--- src/rtl/rf_wb_pkg.sv ---
// Shared widths and the writeback buffer entry type for the register-file write side.
package rf_wb_pkg;

    localparam int WB_XLEN  = 32;
    localparam int WB_AW    = 5;
    localparam int WB_DEPTH = 2;

    typedef struct packed {
        logic [WB_AW-1:0]   rd;
        logic [WB_XLEN-1:0] data;
    } wb_entry_t;

endpackage

--- src/rtl/wb_fifo.sv ---
// Synchronous FIFO of writeback entries; storage and read pointer are exposed so the
// owner can search buffered results for operand bypass.
module wb_fifo
    import rf_wb_pkg::*;
#(
    parameter int  DEPTH   = WB_DEPTH,
    parameter type entry_t = wb_entry_t,
    localparam int PW      = $clog2(DEPTH)
) (
    input  logic                 clk,
    input  logic                 nrst,
    input  logic                 push,
    input  logic                 pop,
    input  entry_t               din,
    output entry_t               head,
    output logic [PW:0]          count,
    output logic                 full,
    output logic                 empty,
    output logic [PW-1:0]        rd_ptr,
    output entry_t [DEPTH-1:0]   entries
);

    localparam int CW = PW + 1;

    entry_t [DEPTH-1:0] mem;
    logic   [PW-1:0]    wr_ptr;

    // Callers never push while full or pop while empty; pointers wrap naturally (DEPTH is 2**PW).
    always_ff @(posedge clk or negedge nrst) begin
        if (!nrst) begin
            mem    <= '0;
            wr_ptr <= '0;
            rd_ptr <= '0;
            count  <= '0;
        end else begin
            if (push) begin
                mem[wr_ptr] <= din;
                wr_ptr      <= wr_ptr + PW'(1);
            end
            if (pop) begin
                rd_ptr <= rd_ptr + PW'(1);
            end
            case ({push, pop})
                2'b10:   count <= count + CW'(1);
                2'b01:   count <= count - CW'(1);
                default: count <= count;
            endcase
        end
    end

    assign head    = mem[rd_ptr];
    assign full    = (count == CW'(DEPTH));
    assign empty   = (count == '0);
    assign entries = mem;

endmodule

--- src/rtl/rf_writeback.sv ---
// Regfile write-side controller: LSU/ALU arbitration, writeback buffer, registered write port,
// busy scoreboard. Operand bypass from pending writes is built only when WB_BYPASS_EN is defined.
module rf_writeback
    import rf_wb_pkg::*;
#(
    parameter int XLEN  = WB_XLEN,
    parameter int AW    = WB_AW,
    parameter int DEPTH = WB_DEPTH
) (
    input  logic               clk,
    input  logic               nrst,
    input  logic               alu_valid,
    output logic               alu_ready,
    input  logic [AW-1:0]      alu_rd,
    input  logic [XLEN-1:0]    alu_data,
    input  logic               lsu_valid,
    output logic               lsu_ready,
    input  logic [AW-1:0]      lsu_rd,
    input  logic [XLEN-1:0]    lsu_data,
    input  logic               iss_valid,
    input  logic [AW-1:0]      iss_rd,
    output logic [2**AW-1:0]   busy_vec,
    output logic               rf_wr_en,
    output logic [AW-1:0]      rf_wr_addr,
    output logic [XLEN-1:0]    rf_wrdata,
    input  logic [AW-1:0]      byp_addr1,
    input  logic [AW-1:0]      byp_addr2,
    output logic               byp_hit1,
    output logic               byp_hit2,
    output logic [XLEN-1:0]    byp_data1,
    output logic [XLEN-1:0]    byp_data2
);

    typedef struct packed {
        logic [AW-1:0]   rd;
        logic [XLEN-1:0] data;
    } entry_t;

    localparam int PW   = $clog2(DEPTH);
    localparam int CW   = PW + 1;
    localparam int NREG = 2**AW;

    entry_t               din;
    entry_t               head;
    entry_t [DEPTH-1:0]   entries;
    logic   [PW:0]        count;
    logic   [PW-1:0]      rd_ptr;
    logic                 full;
    logic                 empty;
    logic                 push;
    logic                 lsu_fire;
    logic                 alu_fire;

    // Ready looks only at the registered fill level, never at this cycle's drain.
    assign lsu_ready = !full;
    assign alu_ready = !full && !lsu_valid;
    assign lsu_fire  = lsu_valid && lsu_ready;
    assign alu_fire  = alu_valid && alu_ready;

    // Results targeting x0 complete the handshake but are dropped here.
    always_comb begin
        din  = '0;
        push = 1'b0;
        if (lsu_fire) begin
            din.rd   = lsu_rd;
            din.data = lsu_data;
            push     = (lsu_rd != '0);
        end else if (alu_fire) begin
            din.rd   = alu_rd;
            din.data = alu_data;
            push     = (alu_rd != '0);
        end
    end

    wb_fifo #(
        .DEPTH   (DEPTH),
        .entry_t (entry_t)
    ) u_fifo (
        .clk     (clk),
        .nrst    (nrst),
        .push    (push),
        .pop     (!empty),
        .din     (din),
        .head    (head),
        .count   (count),
        .full    (full),
        .empty   (empty),
        .rd_ptr  (rd_ptr),
        .entries (entries)
    );

    always_ff @(posedge clk or negedge nrst) begin
        if (!nrst) begin
            rf_wr_en   <= 1'b0;
            rf_wr_addr <= '0;
            rf_wrdata  <= '0;
        end else begin
            rf_wr_en <= !empty;
            if (!empty) begin
                rf_wr_addr <= head.rd;
                rf_wrdata  <= head.data;
            end
        end
    end

    logic [NREG-1:0] busy_next;

    // Clear on the commit edge first, then set, so a same-edge reissue keeps the bit high.
    always_comb begin
        busy_next = busy_vec;
        if (rf_wr_en) begin
            busy_next[rf_wr_addr] = 1'b0;
        end
        if (iss_valid && iss_rd != '0) begin
            busy_next[iss_rd] = 1'b1;
        end
        busy_next[0] = 1'b0;
    end

    always_ff @(posedge clk or negedge nrst) begin
        if (!nrst) begin
            busy_vec <= '0;
        end else begin
            busy_vec <= busy_next;
        end
    end

`ifdef WB_BYPASS_EN
    // In-flight write is oldest; buffer entries are scanned oldest to youngest so the youngest wins.
    function automatic logic [XLEN:0] byp_lookup(input logic [AW-1:0] addr);
        logic [XLEN:0] res;
        logic [PW-1:0] idx;
        res = '0;
        if (addr != '0) begin
            if (rf_wr_en && rf_wr_addr == addr) begin
                res = {1'b1, rf_wrdata};
            end
            for (int k = 0; k < DEPTH; k++) begin
                idx = rd_ptr + PW'(k);
                if (CW'(k) < count && entries[idx].rd == addr) begin
                    res = {1'b1, entries[idx].data};
                end
            end
        end
        return res;
    endfunction

    assign {byp_hit1, byp_data1} = byp_lookup(byp_addr1);
    assign {byp_hit2, byp_data2} = byp_lookup(byp_addr2);
`else
    logic unused_byp;

    assign unused_byp = ^{byp_addr1, byp_addr2, entries, rd_ptr, count};
    assign byp_hit1   = 1'b0;
    assign byp_hit2   = 1'b0;
    assign byp_data1  = '0;
    assign byp_data2  = '0;
`endif

endmodule

--- config.mk ---
export PLATFORM = sky130hd
export DESIGN_NAME = rf_writeback
export DESIGN_NICKNAME = d
export VERILOG_FILES = /design/src/rtl/rf_wb_pkg.sv /design/src/rtl/wb_fifo.sv /design/src/rtl/rf_writeback.sv
export SDC_FILE = /design/constraint.sdc
export NUM_CORES = 1
export LEC_CHECK = 0
export BUFFER_PORTS_ARGS = -buffer_cell sky130_fd_sc_hd__buf_2
export CORE_ASPECT_RATIO = 2
export CORE_MARGIN = 3
export CORE_UTILIZATION = 51
export DETAILED_ROUTE_END_ITERATION = 16
export PLACE_DENSITY = 0.82
export SLEW_MARGIN = 20
export SYNTH_ARGS = -nofsm -noshare
export SYNTH_HDL_FRONTEND = slang
export SYNTH_HIERARCHICAL = 1
export SYNTH_SLANG_ARGS = --single-unit
--- constraint.sdc ---
create_clock -name clk -period 2.9 [get_ports clk]
set_input_delay 0.29 -clock clk [delete_from_list [all_inputs] [get_ports clk]]
set_output_delay 0.29 -clock clk [all_outputs]
set_load 0.005 [all_outputs]
==> results.ini <==
[critical_path]
crit_path_end_kind=flip-flop
crit_fanout=19
required_ns=3.19
reg2reg_from=u_fifo/count[1]
max_stage_delay_ns=0.42
cp_cell_sequence=nor2b_1 > nor3b_2 > o21ai_0 > nand2_1 > inv_1 > nor2_4 > buf_4 > mux2_2
critPathKind=reg -> reg
reg2regPathDepth=8
startpoint_type=flip-flop
worstPathArrival_ns=2.46
critPathLaunch=u_fifo/count[1]
cpMaxStageDelayCell=dfrtp_1

[logic_synthesis]
synth_seq_cells=147
ys.flop_type=dfrtp_1
yosysMostFrequentCell=dfrtp_1
syn_area_per_cell_um2=13.1
synth_top_area_share_pct=52.7
yosys-top-cells-count=dfrtp_1, mux2_2, buf_4
netlist_instances=532
synth_async_sr_flop_share_pct=100
yosys-top-cells-area=dfrtp_1, mux2_2, buf_4
yosys_warnings=6
synth_edf_count=0
ys_seq_area_share_pct=52.7
synth_area_um2=6980
yosys.cell_types.count=31
synth.largest_area_cell=dfrtp_1

[final_layout]
fin_nets=788
final_area_um2=8280
utilization_pct=62.6
antenna_cells=0
fin_cells=857
synthToLayoutAreaGrowth_pct=18.5
final_layout_size_suffix_gt1_share_pct=50.4

[die]
floorplan.rows=59
ios=232
dieArea_um2=15200
die_h_um=171
die_x_um=88.7
coreArea_um2=13200
initial_core_util_pct=52.8

[sta]
finalHoldViolCount=0
whs_ns=0.125
finalMaxSlewViolations=0
worst_slew_pin_slew_ns=0.992
clock-skew-final_ns=0.00763
rsz0062_at_grt=false
fmax_mhz=461
maxSlewHeadroom_pct=33.9
setup_violations=0
min_period_over_period_pct=74.8
worst_slack_ns=0.730
tns_ns=0
min_period_ns=2.17

[run]
maxCapViolations=0

[place]
place_area_um2=7640
hpwlAfterDp_um=11600
placed_cells=825
pre_cts_ws_ns=0.739
gp_congestion=0.938
portBuffers=154

[global_routing]
antenna_found_initial=0
grt_pass1_wl_um=24800
grt_max_degree=70
grt_pass1_vias=4981
grt-ovfl-total=0
grt_usage_pct=21.7

[clock_network]
clk_latency_ns=0.41
cts.repair.resized=0
htreeDepth=4
cts_root_buffer=clkbuf_16
clock_sinks=147
path_clk_slew_ns=0.06
cts_made_buffers=17
cts_setup_buffers=0
cts_tree=done
clk_path_buf_depth=2
ctsHoldBuffers=1

[routing]
firstDrtPassIters=4
antenna_left=0
drt_iter0_drc=165
routed_via_density=5.48
post-route-drc-count=0
route.final.wire_length_um=16200
vias=4700
post_drt_wl_per_cell_um=18.9

[worst_hold_path]
min-delay-start=iss_rd[1]
hold_depth=2
min_path_type=in -> reg

[power]
power_mw=8.94
ir_worst_vdd_mv=0.583
power-per-cell-area_nw_per_um2=1080
p_leak_nw=4.03

[status]
outcome=complete, no violations

-- state kept, by name, indices dropped and copies added (netlist names) --
register        count
rf_wr_addr          5
u_fifo/entries     74
rf_wrdata          32
busy_vec           31
u_fifo/rd_ptr       1
u_fifo/wr_ptr       1
u_fifo/count        2
rf_wr_en            1
-- per-layer routing --
layer	GRT usage, %	routed length (um)	vias up
met5	0	0	-
met4	11.3	553	0
met3	5.27	835	42
met2	40.2	9180	210
met1	21.4	5620	2342
li1	-	-	2106
-- layout make-up --
cell class	instances	area, um^2
tap	152	190
fill	1036	4940
sequential	147	3680
clock inverter	13	184
clock buffer	18	439
timing repair buffer	165	875
inverter	4	15.0
multi-input combinational	358	2890
-- kinds of logic after synthesis --
kind of cell | count (synthesis) | share of synthesized area (%)
fa+ha+maj | 1 | 0.179
compound gates | 101 | 9.28
flops | 147 | 52.7
xor+xnor | 5 | 0.627
simple gates | 36 | 3.58
buf+inv | 93 | 9.73
mux | 148 | 23.9
other cells | 1 | 0.0537
-- critical path, delay by kind of cell, from the launching register on --
family | cells | cell delay (ns)
and+or+nand+nor | 4 | 0.71
DFF | 1 | 0.42
buffers and inverters | 2 | 0.41
muxes | 1 | 0.39
AOI/OAI and AO/OA | 1 | 0.11
-- report_power, final --
| part | total, mW | internal, mW | switching [mW] |
|---|---|---|---|
| Clock | 2.30 | 1.46 | 0.841 |
| Sequential | 3.52 | 2.91 | 0.604 |
| Combinational | 3.12 | 1.78 | 1.35 |
-- path summary, 6_finish.rpt --
check / end / slack [ns]
worst max-delay path: u_fifo/entries[2] / 0.73
worst min-delay path: busy_vec[4] / 0.13
worst max register to register: u_fifo/entries[2] / 0.73
worst min register to register: u_fifo/entries[35] / 0.49
max in group asynchronous: u_fifo/entries[14] / 1.72
min in group asynchronous: busy_vec[20] / 0.39
-- placed cells by master (no fill, tap or decap), types with 6 or more instances in the layout --
| cell | instances |
|---|---|
| buf_4 | 9 |
| buf_2 | 153 |
| or3b_2 | 6 |
| dfrtp_1 | 146 |
| o21ai_1 | 6 |
| nand3b_1 | 10 |
| conb_1 | 67 |
| a22o_1 | 37 |
| o21ai_0 | 57 |
| mux2_2 | 146 |
| clkbuf_16 | 17 |
Note: power is estimated with default switching activity, not from simulation.
